## config.mk

```make
export PLATFORM = sky130hd
export DESIGN_NAME = hazard_scoreboard_unit
export DESIGN_NICKNAME = d
export VERILOG_FILES = /design/src/rtl/hazard_scoreboard_unit_pkg.sv /design/src/rtl/hazard_scoreboard_unit_load_tracker.sv /design/src/rtl/hazard_scoreboard_unit.sv
export SDC_FILE = /design/constraint.sdc
export NUM_CORES = 1
export LEC_CHECK = 0
export BUFFER_PORTS_ARGS = -buffer_cell sky130_fd_sc_hd__clkbuf_2
export CAP_MARGIN = 20
export CORE_ASPECT_RATIO = 0.6
export CORE_MARGIN = 3
export CORE_UTILIZATION = 62
export CTS_CLUSTER_SIZE = 30
export DETAILED_ROUTE_END_ITERATION = 8
export PLACE_DENSITY = 0.87
export SYNTH_ARGS = -nofsm -noshare
export SYNTH_HDL_FRONTEND = slang
export SYNTH_SLANG_ARGS = --single-unit
```

## constraint.sdc

```tcl
create_clock -name clk -period 8.7 [get_ports clk]
set_clock_uncertainty 0.1 [all_clocks]
set_input_delay 0.435 -clock clk [delete_from_list [all_inputs] [get_ports clk]]
set_output_delay 0.435 -clock clk [all_outputs]
set_load 0.1 [all_outputs]
```

## src/rtl/hazard_scoreboard_unit_pkg.sv

```systemverilog
// Shared definitions for the ID-stage hazard control unit.
//   - default register-file geometry
//   - hazard_cause_e: encoding of the registered hazard-cause code
package hazard_scoreboard_unit_pkg;

    localparam int unsigned NREGS_DEFAULT = 32;
    localparam int unsigned AW_DEFAULT    = $clog2(NREGS_DEFAULT);

    typedef enum logic [2:0] {
        CauseNone      = 3'd0,
        CauseLoadUse   = 3'd1,
        CauseBranchDep = 3'd2,
        CauseMdRaw     = 3'd3,
        CauseMdStruct  = 3'd4,
        CauseMemWait   = 3'd5
    } hazard_cause_e;

endpackage

```

## src/rtl/hazard_scoreboard_unit_load_tracker.sv

```systemverilog
// Load delay line: remembers the destinations of loads that left ID during the
// last LOAD_LAT advancing cycles and flags any ID source that matches one.
// Ports:
//   clk, rst_n              clock, async active-low reset
//   advance                 shift the line (low while the pipeline is frozen)
//   push_valid, push_rd     entry written into slot 0 on advance
//   rs1_addr, rs2_addr      ID sources to compare
//   rs1_match, rs2_match    source matches a valid in-flight load
// Source qualification (uses_rsN, x0) is done by the caller.
module hazard_load_tracker #(
    parameter int unsigned AW       = 5,
    parameter int unsigned LOAD_LAT = 1
) (
    input  logic          clk,
    input  logic          rst_n,
    input  logic          advance,
    input  logic          push_valid,
    input  logic [AW-1:0] push_rd,
    input  logic [AW-1:0] rs1_addr,
    input  logic [AW-1:0] rs2_addr,
    output logic          rs1_match,
    output logic          rs2_match
);

    logic [LOAD_LAT-1:0]         valid_q;
    logic [LOAD_LAT-1:0][AW-1:0] rd_q;

    always_ff @(posedge clk or negedge rst_n) begin
        if (!rst_n) begin
            valid_q <= '0;
            rd_q    <= '0;
        end else if (advance) begin
            valid_q[0] <= push_valid;
            rd_q[0]    <= push_rd;
            for (int i = 1; i < int'(LOAD_LAT); i++) begin
                valid_q[i] <= valid_q[i-1];
                rd_q[i]    <= rd_q[i-1];
            end
        end
    end

    always_comb begin
        rs1_match = 1'b0;
        rs2_match = 1'b0;
        for (int i = 0; i < int'(LOAD_LAT); i++) begin
            rs1_match = rs1_match | (valid_q[i] & (rd_q[i] == rs1_addr));
            rs2_match = rs2_match | (valid_q[i] & (rd_q[i] == rs2_addr));
        end
    end

endmodule

```

## src/rtl/hazard_scoreboard_unit.sv

```systemverilog
// Hazard control beside the ID stage of the 5-stage pipeline.
// Detects load-use, branch-dependency, mul/div RAW/WAW and mul/div structural
// hazards, freezes everything on data-memory wait, flushes on taken branches,
// and records the winning stall cause plus saturating per-cause stall counters.
// Ports:
//   clk, rst_n                         clock, async active-low reset
//   id_*                               ID-stage instruction decode
//   ex_rd_addr, ex_reg_write           EX-stage destination
//   md_start/_rd, md_done/_rd, md_busy mul/div unit events and status
//   mem_ready, branch_taken            memory wait / branch resolution
//   stall_if, stall_id, stall_all      combinational stall controls
//   flush_id, flush_ex                 combinational squash controls
//   hazard_cause                       registered cause of the previous cycle
//   cnt_load/branch/md/mem             saturating stall-cycle counters
module hazard_scoreboard_unit
    import hazard_scoreboard_unit_pkg::*;
#(
    parameter int unsigned NREGS        = NREGS_DEFAULT,
    parameter int unsigned LOAD_LAT     = 1,
    parameter int unsigned BRANCH_IN_ID = 1,
    parameter int unsigned CNT_W        = 16,
    localparam int unsigned AW          = $clog2(NREGS)
) (
    input  logic             clk,
    input  logic             rst_n,
    input  logic             id_valid,
    input  logic [AW-1:0]    id_rs1_addr,
    input  logic             id_uses_rs1,
    input  logic [AW-1:0]    id_rs2_addr,
    input  logic             id_uses_rs2,
    input  logic [AW-1:0]    id_rd_addr,
    input  logic             id_reg_write,
    input  logic             id_is_load,
    input  logic             id_is_muldiv,
    input  logic             id_branch,
    input  logic [AW-1:0]    ex_rd_addr,
    input  logic             ex_reg_write,
    input  logic             md_start,
    input  logic [AW-1:0]    md_start_rd,
    input  logic             md_done,
    input  logic [AW-1:0]    md_done_rd,
    input  logic             md_busy,
    input  logic             mem_ready,
    input  logic             branch_taken,
    output logic             stall_if,
    output logic             stall_id,
    output logic             stall_all,
    output logic             flush_id,
    output logic             flush_ex,
    output logic [2:0]       hazard_cause,
    output logic [CNT_W-1:0] cnt_load,
    output logic [CNT_W-1:0] cnt_branch,
    output logic [CNT_W-1:0] cnt_md,
    output logic [CNT_W-1:0] cnt_mem
);

    localparam logic BranchInId = (BRANCH_IN_ID != 0);

    // Operand qualification; x0 never takes part in a hazard.
    logic rs1_used, rs2_used, rd_written;
    assign rs1_used   = id_uses_rs1 & (id_rs1_addr != '0);
    assign rs2_used   = id_uses_rs2 & (id_rs2_addr != '0);
    assign rd_written = id_reg_write & (id_rd_addr != '0);

    // ---------------- load delay line ----------------
    logic ld_rs1_match, ld_rs2_match, id_fire, ld_push;

    assign ld_push = id_fire & id_is_load & rd_written;

    hazard_load_tracker #(
        .AW       (AW),
        .LOAD_LAT (LOAD_LAT)
    ) u_load_tracker (
        .clk        (clk),
        .rst_n      (rst_n),
        .advance    (~stall_all),
        .push_valid (ld_push),
        .push_rd    (id_rd_addr),
        .rs1_addr   (id_rs1_addr),
        .rs2_addr   (id_rs2_addr),
        .rs1_match  (ld_rs1_match),
        .rs2_match  (ld_rs2_match)
    );

    // ---------------- mul/div scoreboard ----------------
    logic [NREGS-1:0] busy_q, busy_d;

    always_comb begin
        busy_d = busy_q;
        if (md_done)  busy_d[md_done_rd]  = 1'b0;
        if (md_start) busy_d[md_start_rd] = 1'b1;  // set wins over same-cycle clear
        busy_d[0] = 1'b0;
    end

    always_ff @(posedge clk or negedge rst_n) begin
        if (!rst_n) busy_q <= '0;
        else        busy_q <= busy_d;
    end

    // A register is pending if already busy or being claimed by a launch this cycle.
    logic rs1_pend, rs2_pend, rd_pend;
    assign rs1_pend = busy_q[id_rs1_addr] | (md_start & (md_start_rd == id_rs1_addr));
    assign rs2_pend = busy_q[id_rs2_addr] | (md_start & (md_start_rd == id_rs2_addr));
    assign rd_pend  = busy_q[id_rd_addr]  | (md_start & (md_start_rd == id_rd_addr));

    // ---------------- hazard detection ----------------
    logic hz_load, hz_branch, hz_md_raw, hz_md_struct, id_hazard;

    assign hz_load      = id_valid & ((rs1_used & ld_rs1_match) | (rs2_used & ld_rs2_match));
    assign hz_branch    = BranchInId & id_valid & id_branch & ex_reg_write & (ex_rd_addr != '0)
                        & ((rs1_used & (id_rs1_addr == ex_rd_addr))
                         | (rs2_used & (id_rs2_addr == ex_rd_addr)));
    assign hz_md_raw    = id_valid & ((rs1_used & rs1_pend) | (rs2_used & rs2_pend)
                                    | (rd_written & rd_pend));
    assign hz_md_struct = id_valid & id_is_muldiv & (md_busy | md_start);
    assign id_hazard    = hz_load | hz_branch | hz_md_raw | hz_md_struct;

    // Flush only when memory is ready; a flush releases the ID stall so the
    // squashed slot advances.
    assign stall_all = ~mem_ready;
    assign flush_id  = branch_taken & mem_ready;
    assign flush_ex  = flush_id & ~BranchInId;
    assign stall_id  = stall_all | (id_hazard & ~flush_id);
    assign stall_if  = stall_id;
    assign id_fire   = id_valid & ~stall_id & ~stall_all & ~flush_id;

    // ---------------- cause register and counters ----------------
    hazard_cause_e cause_d, cause_q;

    // Only cycles that actually stall get a cause.
    always_comb begin
        cause_d = CauseNone;
        if (stall_all)         cause_d = CauseMemWait;
        else if (!stall_id)    cause_d = CauseNone;
        else if (hz_load)      cause_d = CauseLoadUse;
        else if (hz_branch)    cause_d = CauseBranchDep;
        else if (hz_md_raw)    cause_d = CauseMdRaw;
        else if (hz_md_struct) cause_d = CauseMdStruct;
    end

    logic [3:0][CNT_W-1:0] cnt_q;
    logic [1:0]            cnt_sel;
    logic                  cnt_en;

    always_comb begin
        cnt_en  = 1'b1;
        cnt_sel = 2'd0;
        unique case (cause_d)
            CauseLoadUse:              cnt_sel = 2'd0;
            CauseBranchDep:            cnt_sel = 2'd1;
            CauseMdRaw, CauseMdStruct: cnt_sel = 2'd2;
            CauseMemWait:              cnt_sel = 2'd3;
            default:                   cnt_en  = 1'b0;
        endcase
    end

    always_ff @(posedge clk or negedge rst_n) begin
        if (!rst_n) begin
            cause_q <= CauseNone;
            cnt_q   <= '0;
        end else begin
            cause_q <= cause_d;
            if (cnt_en && (cnt_q[cnt_sel] != '1)) begin
                cnt_q[cnt_sel] <= cnt_q[cnt_sel] + CNT_W'(1);
            end
        end
    end

    assign hazard_cause = cause_q;
    assign cnt_load     = cnt_q[0];
    assign cnt_branch   = cnt_q[1];
    assign cnt_md       = cnt_q[2];
    assign cnt_mem      = cnt_q[3];

endmodule
```

==> impl_results.md, run 1 <==
- Status: finished, final reports clean
- DRC Markers: 0
- Inserted Clock Buffers: 9
- Area of the die: between 10,000 and 15,000 µm²
- IO Port Bufs: between 100 and 150
- Post-synth EDFFs: 0
- CTS max path bufs: 2
- Slowest Stage Delay on Critical Path: around 800 ps
- Cell variety after synth: 74
- DR WL/cell: between 20 and 25 µm
- Critical path class: in2reg
- CP most frequent cell: nand2_1
- Synth top area share: a little under two fifths
- Initial antenna violation count: 0
- Pwr Total: 1.760 mW
- HPWL after DPL: 15,990 µm
- Reg power frac: about two fifths
- Worst slew pin tran: 1055 ps
- First DRT Iteration DRCs: approximately 870
- Area of the core: 10,810 µm²
- Critical path required time: between 8000 and 9000 ps
- Ports: roughly 120
- Startpoint of the worst hold path: id_is_load
- Logic pwr share: between 30% and 40%
- Pre-CTS setup slack: between 2000 and 3000 ps
- Worst VDD drop: about 0.3 mV
- Area grow syn2layout: 12.38%
- ANT cells: 0
- Max Freq: between 150 and 200 MHz
- Synth Area per Inst: slightly above 10 µm²
- Pins Over Slew Limit: 0
- Sw Pwr: between 0.8 and 0.9 mW
- Setup bufs post-CTS: 0
- Clock period minus worst slack: between 5000 and 6000 ps
- Crit path from: id_rs1_addr[0]
- Detail Route Antenna Nets: 0
- Vias in the first global route: 5,950
- Net Sw Frac: between 40% and 50%
- H-tree levels: 3
- Largest net degree at the start of global routing: just under 90
- Clock power share: between 20% and 30%
- Routed vias/inst: just over 7
- RSZ-0062 raised after global routing: no
- Yosys Warn Count: 0
- Utilization after layout: around three quarters
- Worst path cell trace: clkbuf_2 > or4_1 > o21ai_2 > nor3_1 > o21a_1 > or3_1 > o31ai_2 > a21boi_0 > o21ai_0 > nand2_1 > ha_1 > nand2_1 > nor2_2 > nand3_2 > mux2i_2 > nor3_2 > buf_4 > mux2_1
- Power Dens Cells: 222.1 nW/µm²
- Most frequent cell after synthesis: dfrtp_1
- Crit. End Element: flop
- Hold Path Class: in2reg
- DR vias: around 6,600
- Share of cells above drive strength 1: between 30 and 40%
- FF-to-FF Start: busy_q[2]$_DFF_PN0_
- Crit path DAT: between 6000 and 7000 ps
- CP Launch Type: input pin
- Hold slack: between 200 and 300 ps
- Crit share post-route: slightly below 70%
- # rows: 29
- Yosys top cell by area: dfrtp_1
- Root Buffer: clkbuf_16
- Cell leakage power: 3.561 nW
- CTS tree: done
- Die H: between 80 and 90 µm
- Setup violations, final: 0
- Initial Util: between 60 and 70%
- Detailed Routing Iterations Pass 1: 5
- Setup WS post-layout: between 2000 and 3000 ps
- Slowest cell on crit path: o31ai_2
- Final #Nets: between 800 and 900
- Setup TNS: 0 ps
- Post-cts resize count: 0
- Fillers: between 800 and 900
- Mapped Cells: between 600 and 700
- Routability Congestion: around 1.0
- Worst-path clk slew: ~70 ps
- FFs w/ async S/R, synth: 100.0%
- Ys flop type: dfrtp_1
- # clock sinks: ~100
- Max-Cap Viols: 0
- Worst-path fanout max: 13
- Main area contributors after synthesis: dfrtp_1 37%, mux2_2 10%, mux4_2 6.4%
- Die Width: 143.7 µm
- Final Hold Vio Count: 0
- Syn Nets: between 700 and 800
- GRT Util Overall: 34.28%
- Latest clock arrival within the worst-skew pair: approximately 360 ps
- Remaining global-route overflow: 0
- Top cells by count, synth: 104 x dfrtp_1, 77 x o21ai_0, 64 x mux2_2
- Synthesis-stage register bit count: 104
- Synthesized area: 7054 µm²
- Pint: around 0.94 mW
- Drt total wl: approximately 22,000 µm
- First-pass GRT wire length: 33,400 µm
- Max-slew headroom: between 20 and 30%
- Seq/Total Area, Yosys: between 30% and 40%
## layout make-up
type | instances | area [µm²] | area share, %
repair buffers | 122 | 653.1 | 8.239
clock buffers | 10 | 229.0 | 2.888
clock inverters | 6 | 50.05 | 0.6313
well taps | 139 | 173.9 | 2.194
flip-flops and latches | 104 | 2603 | 32.83
multi-input cells | 529 | 4151 | 52.37
inverters | 18 | 67.56 | 0.8523
## logic make-up after synthesis
family,synth area share (%)
other,0.05316
DFF,36.89
and+or+nand+nor,15.98
muxes,23.00
buffers and inverters,4.381
AOI/OAI and AO/OA,13.30
xor gates and xnor gates,6.208
adders and majority gates,0.1773
## placed cells by master, fill, tap and decap left out, drive strengths merged, types with 6 or more instances in the layout
cell    Yosys  final
nand2      45     45
nor2       26     26
dfrtp     104    104
xnor2      34     34
mux2       70     70
nand4      18     18
xor2       16     16
buf        34      7
and3        7      7
nor3       13     13
inv        18     21
nand3      43     43
mux4       20     20
clkbuf      9    124
nand3b     12     12
o21ai      79     79
or3         6      6
a21oi      11     11
nor2b       7      7
mux2i      38     38
## state kept, by name, indices dropped and copies added (netlist names)
register / count
busy_q: 31
u_load_tracker.rd_q: 5
hazard_cause: 3
cnt_branch: 16
u_load_tracker.valid_q: 1
cnt_load: 16
cnt_mem: 16
cnt_md: 16
## power by group through the flow
stage,registers (mW),logic (mW),clock network (mW)
3_5_place_dp,0.679,0.676,0
2_1_floorplan,0.903,0.274,0
4_1_cts,0.671,0.679,0.393
6_report,0.683,0.688,0.390
5_1_grt,0.688,0.720,0.413
3_3_place_gp,0.675,0.662,0
## per-layer routing
metal / global-route usage (%) / up-vias / wire length [µm]
met5: 3.383 / - / 57
met4: 7.265 / 2 / 361
met3: 12.10 / 47 / 3228
met2: 45.53 / 546 / 8778
met1: 53.24 / 3197 / 9549
li1: - / 2767 / -
## final timing paths
path | to | slack [ps] | depth (start not counted)
setup / recovery | cnt_branch[9]$_DFFE_PN0P_ | 2730 | 18
hold / removal | u_load_tracker.valid_q$_DFFE_PN0P_ | 260 | 3
setup reg to reg | cnt_branch[9]$_DFFE_PN0P_ | 3020 | 20
hold reg to reg | cnt_md[0]$_DFFE_PN0P_ | 450 | 2
max in group asynchronous | cnt_mem[1]$_DFFE_PN0P_ | 7100 | 4
min in group asynchronous | cnt_load[10]$_DFFE_PN0P_ | 380 | 2
## per-stage QoR
step / instances / cell area, µm²
floorplan: 694 / 7054
global placement: 910 / 7611
detailed placement: 910 / 7611
CTS: 927 / 7900
global route: 928 / 7928
finish: 928 / 7928
## worst max-delay path: cells and delay by family
family | cells | cell delay (ps)
buf+inv | 2 | 610
simple gates | 8 | 2350
fa+ha+maj | 1 | 350
mux | 2 | 450
compound gates | 5 | 1870
## timing repair
action,4_1_cts,5_1_grt
hold buffers,1,0
endpoints found under the setup margin,0,0
hold endpoints to repair,16,0
(Power assumes the default switching activity.)
==> run 2, diff against run 1 <==
--- a/config.mk
+++ b/config.mk
@@ -9,10 +9,10 @@
 export CAP_MARGIN = 20
 export CORE_ASPECT_RATIO = 0.6
 export CORE_MARGIN = 3
-export CORE_UTILIZATION = 62
+export CORE_UTILIZATION = 58
 export CTS_CLUSTER_SIZE = 30
 export DETAILED_ROUTE_END_ITERATION = 8
-export PLACE_DENSITY = 0.87
+export PLACE_DENSITY = 0.82
 export SYNTH_ARGS = -nofsm -noshare
 export SYNTH_HDL_FRONTEND = slang
 export SYNTH_SLANG_ARGS = --single-unit
==> constraint.sdc (replaced) <==
create_clock -name clk -period 5.8 [get_ports clk]
set_clock_uncertainty 0.1 [all_clocks]
set_input_delay 0.29 -clock clk [delete_from_list [all_inputs] [get_ports clk]]
set_output_delay 0.29 -clock clk [all_outputs]
set_load 0.1 [all_outputs]
==> impl_results.md, run 2 (synthesized netlist as in run 1, its figures left out) <==
- Most common cell after layout, fill and taps aside: clkbuf_2
- Latest clock arrival within the worst-skew pair: 340 ps (-20 ps)
- Max Freq: 189.4 MHz
- FF-to-FF Start: busy_q[3]$_DFF_PN0_
- Crit path DAT: 5380 ps (-710 ps)
- Commonest non-fill, non-tap cells in the layout: 114 x clkbuf_2, 104 x dfrtp_1, 77 x o21ai_0
- Routed vias/inst: 6.811 (-3.6%)
- Ports: 117 (unchanged)
- Largest net degree at the start of global routing: 67 (-25%)
- Max-Cap Viols: 0 (unchanged)
- Vias in the first global route: 6,241 (+4.9%)
- Status: finished, final reports clean
- Setup TNS: 0 ps (unchanged)
- Power Dens Cells: 330.3 nW/µm² (+49%)
- DR WL/cell: 23.40 µm (-1.2%)
- Drt total wl: 22,300 µm (+1.5%)
- Share of cells above drive strength 1: 31.40% (+0.35 points)
- Worst-path clk slew: 60 ps (about the same)
- Die H: 91.43 µm (+3.2%)
- M1 GR Usage: 49.53% (-3.7 points)
- Pins Over Slew Limit: 0 (unchanged)
- Hold Path Class: in2reg
- Setup bufs post-CTS: 0 (unchanged)
- Initial Util: 60.82% (-4.4 points)
- Detailed Routing Iterations Pass 1: 6 (+1)
- RSZ-0062 raised after global routing: no
- Cell leakage power: 3.569 nW (+0.22%)
- Die Width: 148.4 µm (+3.2%)
- IO Port Bufs: 115 (unchanged)
- Remaining global-route overflow: 0 (unchanged)
- Worst-path fanout max: 18 (+5)
- First DRT Iteration DRCs: 759 (-13%)
- Worst slew pin tran: 841.5 ps (-213.7 ps)
- Reg2Reg Setup Slack: 580 ps (-2440 ps)
- H-tree levels: 3 (unchanged)
- CP Launch Type: input pin
- # clock sinks: 104 (unchanged)
- First-pass GRT wire length: 34,560 µm (+3.5%)
- ANT cells: 0 (unchanged)
- Final Hold Vio Count: 0 (unchanged)
- Pre-CTS setup slack: 8.114 ps (-2549 ps)
- # rows: 30 (+3.4%)
- Critical path class: in2reg
- GRT met2 Usage: 43.42% (-2.1 points)
- Pwr Total: 2.633 mW (+50%)
- Critical path required time: 5900 ps (-2930 ps)
- Max-slew headroom: 43.90% (+14 points)
- Area of the die: 13,570 µm² (+6.5%)
- Placed cells: 937 (+3.0%)
- Clock period minus worst slack: between 5000 and 6000 ps
- Worst VDD drop: 0.2840 mV (-3.9%)
- HPWL after DPL: 16,550 µm (+3.5%)
- Crit share post-route: between 90% and 100%
- DRC Markers: 0 (unchanged)
- Reg2reg path depth: 15 (-25%)
- Setup violations, final: 0 (unchanged)
- GRT Util Overall: 32.45% (-1.8 points)
- Setup WS post-layout: 520.4 ps (-2213 ps)
- Worst Hold Endpoint: u_load_tracker.valid_q$_DFFE_PN0P_
- Final #Nets: 835 (+0.60%)
- CTS tree: done
- Initial antenna violation count: 0 (unchanged)
- Worst r2r dst: cnt_load[15]$_DFFE_PN0P_
- Hold path depth: 3 (unchanged)
- Area grow syn2layout: 13.00%
- DR vias: 6,491 (-1.0%)
- Largest Register: busy_q
- Detail Route Antenna Nets: 0 (unchanged)
- Inserted Clock Buffers: 9 (unchanged)
- CTS max path bufs: 2 (unchanged)
- Root Buffer: clkbuf_16
- Startpoint of the worst hold path: id_is_load
- Routability Congestion: 0.9560 (-8.0%)
- Met3 Use GR: 12.47% (+0.37 points)
- Crit. End Element: flop
- Grt peak-use layer: met1
- Area of the core: 11,600 µm² (+7.3%)
- Max FFs per register: 31 (unchanged)
- Finished Layout Cells: 953 (+2.7%)
-- run 2: per-stage QoR --
stage	utilization (%)	area, µm²	hold slack, ps
5_1_grt	68.73	7971	111.6
3_3_place_gp	66.24	7682	177.5
4_1_cts	68.65	7963	107.9
2_1_floorplan	-	7054	-105.6
3_5_place_dp	66.24	7682	196.0
6_report	68.73	7971	115.0
-- run 2: critical path, stage by stage --
cell and delay (ps):
clkbuf_2 200, or2_2 340, o41ai_2 450, nor3_1 150, o21a_1 280, or3_1 470
o31ai_4 600, a21boi_0 180, o21ai_0 310, nand2_1 170, ha_1 350, nand2_1 200
nor2_2 80, nand3_2 130, nand4_2 590, mux2_1 580
-- run 2: routing by layer --
layer | share of wire [%] | wire [µm]
met5 | 0 | 0
met4 | 1.1 | 256
met3 | 15 | 3349
met2 | 41 | 9096
met1 | 43 | 9597
-- run 2: worst max path at each step --
| stage | from | to | depth (start not counted) |
|---|---|---|---|
| 4_1_cts | id_rs2_addr[3] | cnt_md[15]$_DFFE_PN0P_ | 16 |
| 5_1_grt | id_rs2_addr[3] | cnt_load[15]$_DFFE_PN0P_ | 16 |
| 2_1_floorplan | id_rs1_addr[1] | cnt_branch[7]$_DFFE_PN0P_ | 19 |
| 6_report | id_rs2_addr[3] | cnt_load[15]$_DFFE_PN0P_ | 16 |
| 3_5_place_dp | id_rs2_addr[3] | cnt_md[7]$_DFFE_PN0P_ | 16 |
| 3_3_place_gp | id_rs1_addr[0] | cnt_md[7]$_DFFE_PN0P_ | 16 |
-- run 2: layout make-up --
| type | count | area [µm²] |
|---|---|---|
| clock buffers | 10 | 229.0 |
| fillers | 895 | 3627 |
| well taps | 160 | 200.2 |
| inverters | 18 | 67.56 |
| flip-flops and latches | 104 | 2603 |
| clock inverters | 5 | 41.29 |
| repair buffers | 127 | 670.6 |
| multi-input cells | 529 | 4160 |
-- run 2: power breakdown --
part	switching, mW	internal (mW)	leakage [nW]
clock	0.278	0.295	0.131
sequential	0.185	0.836	1.35
combinational	0.762	0.277	2.08
total	1.23	1.41	3.57
-- run 2: what timing repair did --
item	CTS	global route
hold buffers	1	0
resized for setup	0	1
hold endpoints to repair	38	0
endpoints found under the setup margin	0	15
